[src/rtl/ysyx_25020047_mem_arbiter_pkg.sv]
// rtl/ysyx_25020047_mem_arbiter_pkg.sv - shared state encodings and requester IDs
package ysyx_25020047_defs;

  typedef enum logic [1:0] {
    S_IDLE  = 2'd0,
    S_REQ   = 2'd1,
    S_WAIT  = 2'd2,
    S_DRAIN = 2'd3
  } state_t;

  localparam logic REQ_IFU = 1'b0;
  localparam logic REQ_LSU = 1'b1;

endpackage

[src/rtl/ysyx_25020047_rr_arb2.sv]
// rtl/ysyx_25020047_rr_arb2.sv - two-way round-robin picker (bit0 IFU, bit1 LSU)
module ysyx_25020047_rr_arb2
  import ysyx_25020047_defs::*;
(
  input  logic [1:0] req,
  input  logic       last,
  output logic [1:0] gnt
);

  // On contention the requester not served last time wins.
  always_comb begin
    gnt = req;
    if (req == 2'b11) begin
      gnt = (last == REQ_LSU) ? 2'b01 : 2'b10;
    end
  end

endmodule

[src/rtl/ysyx_25020047_mem_arbiter.sv]
// rtl/ysyx_25020047_mem_arbiter.sv - IFU/LSU arbiter and single-outstanding pmem sequencer
module ysyx_25020047_mem_arbiter
  import ysyx_25020047_defs::*;
#(
  parameter int AW      = 32,
  parameter int DW      = 32,
  parameter int TIMEOUT = 255
) (
  input  logic            clk,
  input  logic            rst,
  input  logic            ifu_req_valid,
  output logic            ifu_req_ready,
  input  logic [AW-1:0]   ifu_addr,
  output logic            ifu_resp_valid,
  output logic [DW-1:0]   ifu_rdata,
  output logic            ifu_resp_err,
  input  logic            lsu_req_valid,
  output logic            lsu_req_ready,
  input  logic [AW-1:0]   lsu_addr,
  input  logic            lsu_wen,
  input  logic [DW-1:0]   lsu_wdata,
  input  logic [DW/8-1:0] lsu_wmask,
  output logic            lsu_resp_valid,
  output logic [DW-1:0]   lsu_rdata,
  output logic            lsu_resp_err,
  output logic            mem_req_valid,
  input  logic            mem_req_ready,
  output logic [AW-1:0]   mem_addr,
  output logic            mem_wen,
  output logic [DW-1:0]   mem_wdata,
  output logic [DW/8-1:0] mem_wmask,
  input  logic            mem_resp_valid,
  input  logic [DW-1:0]   mem_rdata,
  input  logic            mem_resp_err
);

  localparam int CW = $clog2(TIMEOUT + 1);

  state_t        state, state_nxt;
  logic          last_grant;
  logic          owner;
  logic [CW-1:0] cnt;
  logic [1:0]    gnt;
  logic          accept;
  logic          resp_hit;
  logic          timeout_hit;
  logic [DW-1:0] resp_data;
  logic          resp_err;

  ysyx_25020047_rr_arb2 u_rr_arb2 (
    .req  ({lsu_req_valid, ifu_req_valid}),
    .last (last_grant),
    .gnt  (gnt)
  );

  always_ff @(posedge clk or negedge rst) begin
    if (!rst) begin
      state <= S_IDLE;
    end else begin
      state <= state_nxt;
    end
  end

  // Readies are gated by reset so nothing is accepted while held in reset.
  always_comb begin
    state_nxt     = state;
    ifu_req_ready = 1'b0;
    lsu_req_ready = 1'b0;
    mem_req_valid = 1'b0;
    accept        = 1'b0;
    resp_hit      = 1'b0;
    timeout_hit   = 1'b0;
    case (state)
      S_IDLE: begin
        ifu_req_ready = rst & gnt[0];
        lsu_req_ready = rst & gnt[1];
        accept        = (ifu_req_valid & ifu_req_ready) | (lsu_req_valid & lsu_req_ready);
        if (accept) state_nxt = S_REQ;
      end
      S_REQ: begin
        mem_req_valid = 1'b1;
        if (mem_req_ready) state_nxt = S_WAIT;
      end
      S_WAIT: begin
        if (mem_resp_valid) begin
          resp_hit  = 1'b1;
          state_nxt = S_IDLE;
        end else if (cnt == CW'(TIMEOUT - 1)) begin
          timeout_hit = 1'b1;
          state_nxt   = S_DRAIN;
        end
      end
      S_DRAIN: begin
        if (mem_resp_valid) state_nxt = S_IDLE;
      end
      default: state_nxt = S_IDLE;
    endcase
  end

  assign resp_data = timeout_hit ? '0 : mem_rdata;
  assign resp_err  = timeout_hit | mem_resp_err;

  always_ff @(posedge clk or negedge rst) begin
    if (!rst) begin
      last_grant     <= REQ_IFU;
      owner          <= REQ_IFU;
      cnt            <= '0;
      mem_addr       <= '0;
      mem_wen        <= 1'b0;
      mem_wdata      <= '0;
      mem_wmask      <= '0;
      ifu_resp_valid <= 1'b0;
      ifu_rdata      <= '0;
      ifu_resp_err   <= 1'b0;
      lsu_resp_valid <= 1'b0;
      lsu_rdata      <= '0;
      lsu_resp_err   <= 1'b0;
    end else begin
      ifu_resp_valid <= 1'b0;
      ifu_resp_err   <= 1'b0;
      lsu_resp_valid <= 1'b0;
      lsu_resp_err   <= 1'b0;

      if (accept) begin
        if (gnt[1]) begin
          owner     <= REQ_LSU;
          mem_addr  <= lsu_addr;
          mem_wen   <= lsu_wen;
          mem_wdata <= lsu_wdata;
          mem_wmask <= lsu_wmask;
        end else begin
          owner     <= REQ_IFU;
          mem_addr  <= ifu_addr;
          mem_wen   <= 1'b0;
          mem_wdata <= '0;
          mem_wmask <= '0;
        end
      end

      if (state == S_REQ) begin
        cnt <= '0;
      end else if (state == S_WAIT) begin
        cnt <= cnt + CW'(1);
      end

      if (resp_hit || timeout_hit) begin
        if (owner == REQ_IFU) begin
          ifu_resp_valid <= 1'b1;
          ifu_rdata      <= resp_data;
          ifu_resp_err   <= resp_err;
        end else begin
          lsu_resp_valid <= 1'b1;
          lsu_rdata      <= mem_wen ? '0 : resp_data;
          lsu_resp_err   <= resp_err;
        end
      end

      if (resp_hit) last_grant <= owner;
    end
  end

endmodule

[config.mk]
export PLATFORM = sky130hd
export DESIGN_NAME = ysyx_25020047_mem_arbiter
export DESIGN_NICKNAME = d
export VERILOG_FILES = /design/src/rtl/ysyx_25020047_mem_arbiter_pkg.sv /design/src/rtl/ysyx_25020047_rr_arb2.sv /design/src/rtl/ysyx_25020047_mem_arbiter.sv
export SDC_FILE = /design/constraint.sdc
export NUM_CORES = 1
export LEC_CHECK = 0
export BUFFER_PORTS_ARGS = -buffer_cell sky130_fd_sc_hd__buf_2
export CAP_MARGIN = 5
export CORE_AREA = 2 2 112 114
export CTS_CLUSTER_DIAMETER = 200
export CTS_CLUSTER_SIZE = 28
export DETAILED_ROUTE_END_ITERATION = 8
export DIE_AREA = 0 0 114 116
export GPL_ROUTABILITY_DRIVEN = 0
export GPL_TIMING_DRIVEN = 0
export PLACE_DENSITY = 0.93
export SLEW_MARGIN = 20
export SYNTH_ARGS = -nofsm -noshare
export SYNTH_HDL_FRONTEND = slang
export SYNTH_SLANG_ARGS = --single-unit
[constraint.sdc]
create_clock -name clk -period 3.7 [get_ports clk]
set_input_delay 0.555 -clock clk [delete_from_list [all_inputs] [get_ports clk]]
set_output_delay 0.555 -clock clk [all_outputs]
set_load 0.02 [all_outputs]
==> impl_metrics.tcl <==
set metrics [dict create \
    status "complete, no violations" \
    io_pins 280 \
    cts_buffers 17 \
    start_util_pct 49.8 \
    synthArstFlopShare_pct 100 \
    crit_type "in -> out" \
    clock-sinks 149 \
    path_clk_slew_ps 60 \
    ys_types 40 \
    fp.dieW_um 114 \
    avgSynthCellArea_sq_um 13.1 \
    max_freq_mhz 370 \
    drc 0 \
    routedWlPerCell_um 18.6 \
    rsz0062_at_grt "false" \
    synth_nets 601 \
    grt_pass1_wl_mm 25.3 \
    tightestPinTransition_ps 581 \
    layout_common_cells "buf_2, dfrtp_1, a22o_1" \
    ctsHtreeMaxLevel 4 \
    dp.cells 881 \
    core_area_sq_mm 0.0119 \
    io_buffers 279 \
    clock_skew_ps 7.95 \
    clockBufferDepth 2 \
    cts-resized-gates 0 \
    endpoint_kind "output pin" \
    power.leakage_nw 4.42 \
    cts-root-buf "clkbuf_16" \
    clkLatencyLatePin_ps 410 \
    firstDrtPassIters 4 \
    layout_min_cycle_time_ps 2700 \
    ys_seq_area_share_pct 62.8 \
    ant_nets 0 \
    grt_max_degree 82 \
    finalNetCount 900 \
    cts_tree "built" \
    critical_path.startpoint_type "input pin" \
    slew_headroom_pct 61.3 \
    grt_use_total_pct 25.3 \
    worstPathRequired_ps 3140 \
    maxSlewViolCount 0 \
    irDropWorstVdd_mv 0.483 \
    power.density_mw_per_mm2 928 \
    die_area_sq_mm 0.0132 \
    synth_edf_count 0 \
    netlist_area_sq_mm 0.00593 \
    maxCapViolCount 0 \
    final_cells 913 \
    grt_pass1_vias 4906 \
    power_w 0.00753 \
    final_hold_viol_count 0 \
    die_h_um 116 \
    synth_flop_cell "dfrtp_1" \
    antenna_found_initial 2 \
    synth_seq_cells 149 \
    vias 5076 \
    setup-violations-final 0 \
    cts.hold.buffers_added 0 \
    grt_overflow_total 0 \
    rows 40 \
    crit_arrival_ps 2150 \
    area_growth_pct 36.7 \
    dp_hpwl_mm 13.0 \
    fillers 862 \
    drt-total-wl_mm 16.9 \
    synthCells 454 \
    drive_above_1_share_pct 44.1 \
    via_per_inst 5.56 \
    fin_crit_sh_pct 73.1 \
    cp_max_fo 81 \
    first_iter_violations 418 \
    hp-class "in -> async" \
    postCtsSetupRepairBufs 0 \
    ys_warn_count 0 \
    final_common_cell "buf_2" \
]
## routing by layer
metal / up-vias / track usage [%] / part of all wire (%)
met4: 0 / 15.5 / 4.4
met2: 269 / 41.8 / 51
met3: 54 / 7.01 / 7.2
li1: 2291 / - / -
met5: - / 0 / 0
met1: 2462 / 29.4 / 38
## final timing paths
check | start | endpoint | slack [ps] | depth (start not counted)
min | rst | ifu_rdata[6]$_DFFE_PN0P_ | 120 | 1
max reg2reg | state[0]$_DFFE_PN0P_ | ifu_rdata[18]$_DFFE_PN0P_ | 1670 | 6
max | rst | lsu_req_ready | 1000 | 5
max in group asynchronous | rst | mem_addr[9]$_DFFE_PN0P_ | 2840 | 2
min in group clk | lsu_wmask[2] | mem_wmask[2]$_DFFE_PN0P_ | 360 | 2
min reg2reg | mem_addr[9]$_DFFE_PN0P_ | mem_addr[9]$_DFFE_PN0P_ | 480 | 2
## worst max-delay path: stages
cell and delay, ps:
buf_8 430, buf_16 370, and3_1 270, buf_2 250, buf_2 200
## area by class of cell
type | count | area [sq um] | area share (%)
Tap cell | 147 | 184 | 2.27
Clock buffer | 20 | 457 | 5.63
Antenna cell | 2 | 5.00 | 0.0617
Inverter | 10 | 37.5 | 0.463
Timing Repair Buffer | 280 | 1430 | 17.7
Sequential cell | 149 | 3730 | 46.0
Buffer | 32 | 196 | 2.42
Multi-Input combinational cell | 263 | 1970 | 24.3
Clock inverter | 10 | 97.6 | 1.20
## synthesized netlist by cell type (2+ instances only)
master	count	area, sq um
nand2_1	41	154
buf_1	2	7.51
nor2_1	4	15.0
clkbuf_1	9	33.8
nand3_1	4	20.0
buf_2	10	50.1
mux2i_1	33	330
buf_6	6	67.6
inv_1	9	33.8
buf_4	5	37.5
a21oi_1	6	30.0
nor4_1	2	12.5
xnor2_1	2	17.5
ha_1	7	87.6
dfrtp_1	149	3730
a22o_1	101	885
nand3_4	2	35.0
o31ai_1	3	22.5
o21ai_0	38	190
## flip-flops by register name, indices dropped and copies added (netlist names)
name            flops
lsu_resp_valid      1
ifu_rdata          32
lsu_rdata          32
state               2
ifu_resp_err        1
cnt                 8
last_grant          1
lsu_resp_err        1
mem_addr           32
owner               1
mem_wdata          32
ifu_resp_valid      1
mem_wen             1
mem_wmask           4
## where the power goes
group	internal (W)	switching (W)	leakage (nW)
sequential	0.00236	0.000461	1.91
combinational	0.00118	0.00191	2.24
clock	0.000959	0.000656	0.266
total	0.00450	0.00302	4.42
## logic make-up (layout without fill, tap and decap cells)
family,Yosys count,in the layout,synth area share [%]
AOI/OAI and AO/OA,157,157,20.3
muxes,33,33,5.57
and+or+nand+nor,63,63,5.40
buffers and inverters,42,352,3.94
DFF,149,149,62.8
other,0,2,0
xor gates and xnor gates,3,3,0.443
adders and majority gates,7,7,1.48
## metrics by stage
step	hold WS (ps)	setup slack, ps	util (%)	instance area (sq um)	setup TNS [ps]
after floorplan	259	1890	-	5930	0
after global placement	458	-840	63.1	7510	-43140
after detailed placement	465	952	63.4	7550	0
after CTS	126	952	68.0	8110	0
after global routing	161	785	68.1	8110	0
final	119	995	68.1	8110	0
(Power assumes the default switching activity.)
